[src/rtl/fu_sequencer_pkg.sv]
// Shared definitions for the function-unit sequencer: FSM states,
// instruction field positions and F_sel field positions.
package fu_sequencer_pkg;

    // Sequencer FSM states.
    typedef enum logic [1:0] {
        ST_IDLE  = 2'd0,
        ST_ISSUE = 2'd1,
        ST_WAIT  = 2'd2,
        ST_WRITE = 2'd3
    } state_t;

    // Register file geometry.
    localparam int NUM_REGS  = 4;
    localparam int REG_IDX_W = 2;

    // Instruction word layout.
    localparam int INSTR_SEL_HI = 15;
    localparam int INSTR_SEL_LO = 12;
    localparam int INSTR_RD_HI  = 11;
    localparam int INSTR_RD_LO  = 10;
    localparam int INSTR_RA_HI  = 9;
    localparam int INSTR_RA_LO  = 8;
    localparam int INSTR_RB_HI  = 7;
    localparam int INSTR_RB_LO  = 6;
    localparam int INSTR_USE_IMM = 5;
    localparam int INSTR_WB_EN  = 4;
    localparam int INSTR_IMM_HI = 3;
    localparam int INSTR_IMM_LO = 0;

    // F_sel layout as understood by the function unit.
    localparam int SEL_LOGIC  = 3;
    localparam int SEL_OP_HI  = 2;
    localparam int SEL_OP_LO  = 1;
    localparam int SEL_CIN    = 0;

endpackage

[src/rtl/fu_sequencer_regfile.sv]
// Four-entry register file: one synchronous write port, three
// combinational read ports (two operand reads plus a debug read).
module fu_regfile
    import fu_sequencer_pkg::*;
#(
    parameter int WIDTH = 4
) (
    input  logic                 clk,
    input  logic                 rst_n,
    input  logic                 we,
    input  logic [REG_IDX_W-1:0] waddr,
    input  logic [WIDTH-1:0]     wdata,
    input  logic [REG_IDX_W-1:0] ra_addr,
    output logic [WIDTH-1:0]     ra_data,
    input  logic [REG_IDX_W-1:0] rb_addr,
    output logic [WIDTH-1:0]     rb_data,
    input  logic [REG_IDX_W-1:0] dbg_addr,
    output logic [WIDTH-1:0]     dbg_data
);

    logic [WIDTH-1:0] regs [NUM_REGS];

    // Register storage: cleared on reset, single write port otherwise.
    always_ff @(posedge clk) begin
        if (!rst_n) begin
            for (int i = 0; i < NUM_REGS; i++) begin
                regs[i] <= '0;
            end
        end else if (we) begin
            regs[waddr] <= wdata;
        end
    end

    assign ra_data  = regs[ra_addr];
    assign rb_data  = regs[rb_addr];
    assign dbg_data = regs[dbg_addr];

endmodule

[src/rtl/fu_sequencer.sv]
// Instruction sequencer in front of a fixed-latency function unit.
// Reads operands at accept, holds them stable at the unit, samples the
// result after FU_LATENCY cycles, optionally writes it back and reports it.
//
// Handshake: an instruction transfers on a rising edge where both
// instr_valid and instr_ready are 1. instr_ready is high only in IDLE
// (and never while rst_n is low); instr_valid is ignored otherwise.
// res_valid is a one-cycle pulse with no back-pressure.
module fu_sequencer
    import fu_sequencer_pkg::*;
#(
    parameter int WIDTH      = 4,
    parameter int FU_LATENCY = 1
) (
    input  logic             clk,
    input  logic             rst_n,
    input  logic             instr_valid,
    output logic             instr_ready,
    input  logic [15:0]      instr,
    output logic [WIDTH-1:0] fu_a,
    output logic [WIDTH-1:0] fu_b,
    output logic [3:0]       fu_sel,
    input  logic [WIDTH-1:0] fu_out,
    output logic             res_valid,
    output logic [WIDTH-1:0] res_data,
    output logic [1:0]       res_rd,
    input  logic [1:0]       dbg_addr,
    output logic [WIDTH-1:0] dbg_data
);

    localparam int CNT_W = (FU_LATENCY > 1) ? $clog2(FU_LATENCY) : 1;

    state_t         state;
    state_t         state_next;
    logic [CNT_W-1:0] wait_cnt;
    logic           accept;
    logic           sample;
    logic [1:0]     rd_q;
    logic           wb_en_q;
    logic [WIDTH-1:0] ra_data;
    logic [WIDTH-1:0] rb_data;
    logic [WIDTH-1:0] b_operand;

    fu_regfile #(.WIDTH(WIDTH)) u_regfile (
        .clk      (clk),
        .rst_n    (rst_n),
        .we       (sample & wb_en_q),
        .waddr    (rd_q),
        .wdata    (fu_out),
        .ra_addr  (instr[INSTR_RA_HI:INSTR_RA_LO]),
        .ra_data  (ra_data),
        .rb_addr  (instr[INSTR_RB_HI:INSTR_RB_LO]),
        .rb_data  (rb_data),
        .dbg_addr (dbg_addr),
        .dbg_data (dbg_data)
    );

    // Immediate is zero-extended; otherwise B comes from the register file.
    assign b_operand = instr[INSTR_USE_IMM] ? WIDTH'(instr[INSTR_IMM_HI:INSTR_IMM_LO])
                                            : rb_data;

    // State register.
    always_ff @(posedge clk) begin
        if (!rst_n) begin
            state <= ST_IDLE;
        end else begin
            state <= state_next;
        end
    end

    // Next-state logic.
    always_comb begin
        state_next = state;
        case (state)
            ST_IDLE:  if (accept) state_next = ST_ISSUE;
            ST_ISSUE: state_next = (FU_LATENCY == 0) ? ST_WRITE : ST_WAIT;
            ST_WAIT:  if (wait_cnt == '0) state_next = ST_WRITE;
            ST_WRITE: state_next = ST_IDLE;
            default:  state_next = ST_IDLE;
        endcase
    end

    // FSM outputs: handshake, result pulse and the fu_out sample strobe.
    always_comb begin
        instr_ready = rst_n && (state == ST_IDLE);
        accept      = instr_ready && instr_valid;
        res_valid   = (state == ST_WRITE);
        sample      = ((state == ST_ISSUE) && (FU_LATENCY == 0)) ||
                      ((state == ST_WAIT) && (wait_cnt == '0));
    end

    // Latency counter: loaded in ISSUE, counts down through WAIT.
    always_ff @(posedge clk) begin
        if (!rst_n) begin
            wait_cnt <= '0;
        end else if (state == ST_ISSUE) begin
            wait_cnt <= CNT_W'(FU_LATENCY - 1);
        end else if ((state == ST_WAIT) && (wait_cnt != '0)) begin
            wait_cnt <= wait_cnt - CNT_W'(1);
        end
    end

    // Operand/select registers: loaded on accept, held until the next one.
    always_ff @(posedge clk) begin
        if (!rst_n) begin
            fu_a    <= '0;
            fu_b    <= '0;
            fu_sel  <= '0;
            rd_q    <= '0;
            wb_en_q <= 1'b0;
        end else if (accept) begin
            fu_a    <= ra_data;
            fu_b    <= b_operand;
            fu_sel  <= instr[INSTR_SEL_HI:INSTR_SEL_LO];
            rd_q    <= instr[INSTR_RD_HI:INSTR_RD_LO];
            wb_en_q <= instr[INSTR_WB_EN];
        end
    end

    // Result capture on the sample edge; held until the next result.
    always_ff @(posedge clk) begin
        if (!rst_n) begin
            res_data <= '0;
            res_rd   <= '0;
        end else if (sample) begin
            res_data <= fu_out;
            res_rd   <= rd_q;
        end
    end

endmodule

[config.mk]
export PLATFORM = sky130hd
export DESIGN_NAME = fu_sequencer
export DESIGN_NICKNAME = d
export VERILOG_FILES = /design/src/rtl/fu_sequencer_pkg.sv /design/src/rtl/fu_sequencer_regfile.sv /design/src/rtl/fu_sequencer.sv
export SDC_FILE = /design/constraint.sdc
export NUM_CORES = 1
export LEC_CHECK = 0
export ABC_AREA = 1
export CAP_MARGIN = 20
export CORE_MARGIN = 5
export CORE_UTILIZATION = 44
export DETAILED_ROUTE_END_ITERATION = 16
export PLACE_DENSITY = 0.79
export SYNTH_ARGS = -nofsm -noshare
export SYNTH_HDL_FRONTEND = slang
export SYNTH_SLANG_ARGS = --single-unit
[constraint.sdc]
create_clock -name clk -period 1.7 [get_ports clk]
set_input_delay 0.255 -clock clk [delete_from_list [all_inputs] [get_ports clk]]
set_output_delay 0.255 -clock clk [all_outputs]
set_load 0.01 [all_outputs]
==> run summary <==
power per standard cell area: 1050 nW/µm²
Final Hold Viols: 0
Synth area leader: dfxtp_1
Relative slew margins: 68.2%
syn avg cell area: 7.85 µm²
top cells by count, synth: nand2_1, inv_1, nand3_1
syn_nets: 284
Syn Std Cell Area: 2000 µm²
hold_buf cts: 0
actual slew at the worst max-slew pin: 0.475 ns
crit path max fanout: 6
GR peak layer: met2
largest net degree at the start of global routing: 17
worst vdd ir: 0.664 mV
gr ovfl total: 0
R2R depth: 7
io pins: 49
Place WS: -0.355 ns
DR iter-0 viols: 171
first-pass GRT wire length: 7.86 mm
post-placement cell count: 359
Clock Pin Slew Worst Setup and Hold Paths: 0.07 ns
H-tree Lvls: 2
part of the power in registers: 44.4%
status: completed
Worst EP arrival: 1.38 ns
Synth Instances: 255
Skew-Pair Late Insertion Delay: 0.29 ns
GRT met2 Usage: 26.2%
Synth Warn #: 0
Vias/cell: 5.04
Hold Path Stages: 2
Slew Viols, Final: 0
clock root buffer: clkbuf_8
area of the multi-input gates: 835 µm²
half-perimeter wire length after detailed placement: 3.75 mm
DR WL/cell: 13.2 µm
Synth async-reset ratio: 0%
Fillers: 392
critical path endpoint category: primary output
post-route insts no fill: 367
TritonCTS Sinks: 40
DRT Wirelength: 4.83 mm
number of synthesized flops with an enable pin: 16
initial antenna violation count: 0
Seq/Total Area, Yosys: 48.0%
top-count cell post-synth: nand2_1
switch share: 30.3%
Req. time, crit path: 1.44 ns
Final WS setup: 0.0627 ns
largest cells by area after synthesis: dfxtp_1, edfxtp_1, nand2_1
Layout area overhead: 33.6%
full die area: 6000 µm²
Top FF cell, synth: dfxtp_1
Die H: 77.4 µm
gr usage total: 15.9%
CTS tree: built
input/output buffers: 48
Worst Skew: 0.00830 ns
post-route ant nets: 0
share of cells above drive strength 1: 12.1%
worst setup path category: input pin to primary output
GR Layer Usage met1: 19.7%
power share of the clock group: 24.3%
vias in the first global route: 1782
Hold WC Path Type: flop to flop
Final nets: 343
Finish-stage setup viols: 0
die span in x: 77.4 µm
DRT Pass-1 Iters: 4
Worst setup SP type: input pin
Max Cap Viol: 0
Post-route DRC: 0
CTS Buffer Depth: 2
n_diodes: 0
top-area cell type share of the netlist area: 24.0%
storage element area: 961 µm²
leakage power: 1.20 nW
Initial Utilization: 45.6%
GP Congestion: 0.827
final period utilization: 96.3%
total net switching power: 0.846 mW
Synth Register Bits: 40
Cell Int Power: 1.95 mW
GR Layer Usage met3: 4.28%
routed vias: 1851
core box area: 4380 µm²
TritonCTS buffer count: 5
achievable frequency: 611 MHz
distinct cell type count after synthesis: 21
Combinational Power Share: 31.3%
floorplan row count: 24
RSZ-0062 raised after global routing: false
crit path time final: 1.64 ns
per-layer routing:
layer	share of wire [%]	routed length (µm)
met4	1.4	70
met5	0	0
met1	44	2140
met2	49	2360
met3	5.4	261
power groups by stage:
| stage | Clock [mW] | Combinational (mW) | Sequential [mW] |
|---|---|---|---|
| finish | 0.680 | 0.874 | 1.24 |
| CTS | 0.690 | 0.881 | 1.24 |
| global placement | 0 | 0.862 | 1.26 |
| global route | 0.735 | 0.963 | 1.26 |
| detailed placement | 0 | 0.886 | 1.26 |
| floorplan | 0 | 0.420 | 1.30 |
critical path, cell delays in order:
cell	delay [ns]
clkdlybuf4s50_1	0.50
inv_2	0.08
o21ai_2	0.16
a21oi_2	0.04
a21oi_1	0.11
clkdlybuf4s15_1	0.25
per-stage QoR:
stage          TNS [ns]  total power, mW  utilization, %  area, µm²  hold WS [ns]
2_1_floorplan         0             1.71               -       2000         0.366
3_3_place_gp     -0.941             2.12            58.9       2580         0.456
3_5_place_dp      -1.25             2.15            58.9       2580         0.462
4_1_cts               0             2.81            60.9       2670         0.475
5_1_grt               0             2.96            61.0       2670         0.487
6_report              0             2.79            61.0       2670         0.470
timing repair:
| action | 4_1_cts | 5_1_grt |
|---|---|---|
| pin swaps | 0 | 0 |
| gates resized for setup | 14 | 7 |
| setup endpoints to repair | 9 | 3 |
| buffers inserted | 0 | 0 |
final timing paths:
kind | slack (ns) | start | end
setup reg to reg | 0.17 | state[0]$_SDFFE_PN0P_ | u_regfile.regs[3][3]$_DFFE_PP_
hold reg to reg | 0.47 | fu_sel[2]$_SDFFE_PN0P_ | fu_sel[2]$_SDFFE_PN0P_
hold / removal | 0.47 | fu_sel[2]$_SDFFE_PN0P_ | fu_sel[2]$_SDFFE_PN0P_
setup / recovery | 0.06 | dbg_addr[0] | dbg_data[2]
registers in the layout (all words and copies together) (netlist names):
register        flops
u_regfile.regs     16
fu_a                4
fu_b                4
fu_sel              4
res_data            4
rd_q                2
res_rd              2
state               2
wait_cnt            1
wb_en_q             1
logic make-up after synthesis:
family	after synthesis	share of synthesized area [%]
AOI/OAI and AO/OA	48	12.8
adders and majority gates	4	2.50
buffers and inverters	49	10.6
DFF	40	48.0
and+or+nand+nor	114	26.1
final cells by class:
type                    count  share of cell area, %
inverters                  40                   5.62
multi-input cells         166                   31.2
flip-flops and latches     40                   36.0
well taps                  52                   2.43
clock buffers               8                   3.75
repair buffers             61                   21.0
cells in the final DEF, fill, tap and decap left out, types with 4 or more instances in the layout:
cell type        netlist  routed
nand2_1               51      51
a21oi_1               25      24
inv_1                 38      37
buf_4                  2      13
clkdlybuf4s50_1        0      43
a211oi_1               5       5
clkbuf_8               0       7
nand3_1               34      34
ha_1                   4       4
dfxtp_1               24      24
or2_2                  4       4
nor2_1                18      18
o21ai_0               17      13
edfxtp_1              16      16
Power figures use the tool's default switching activity.
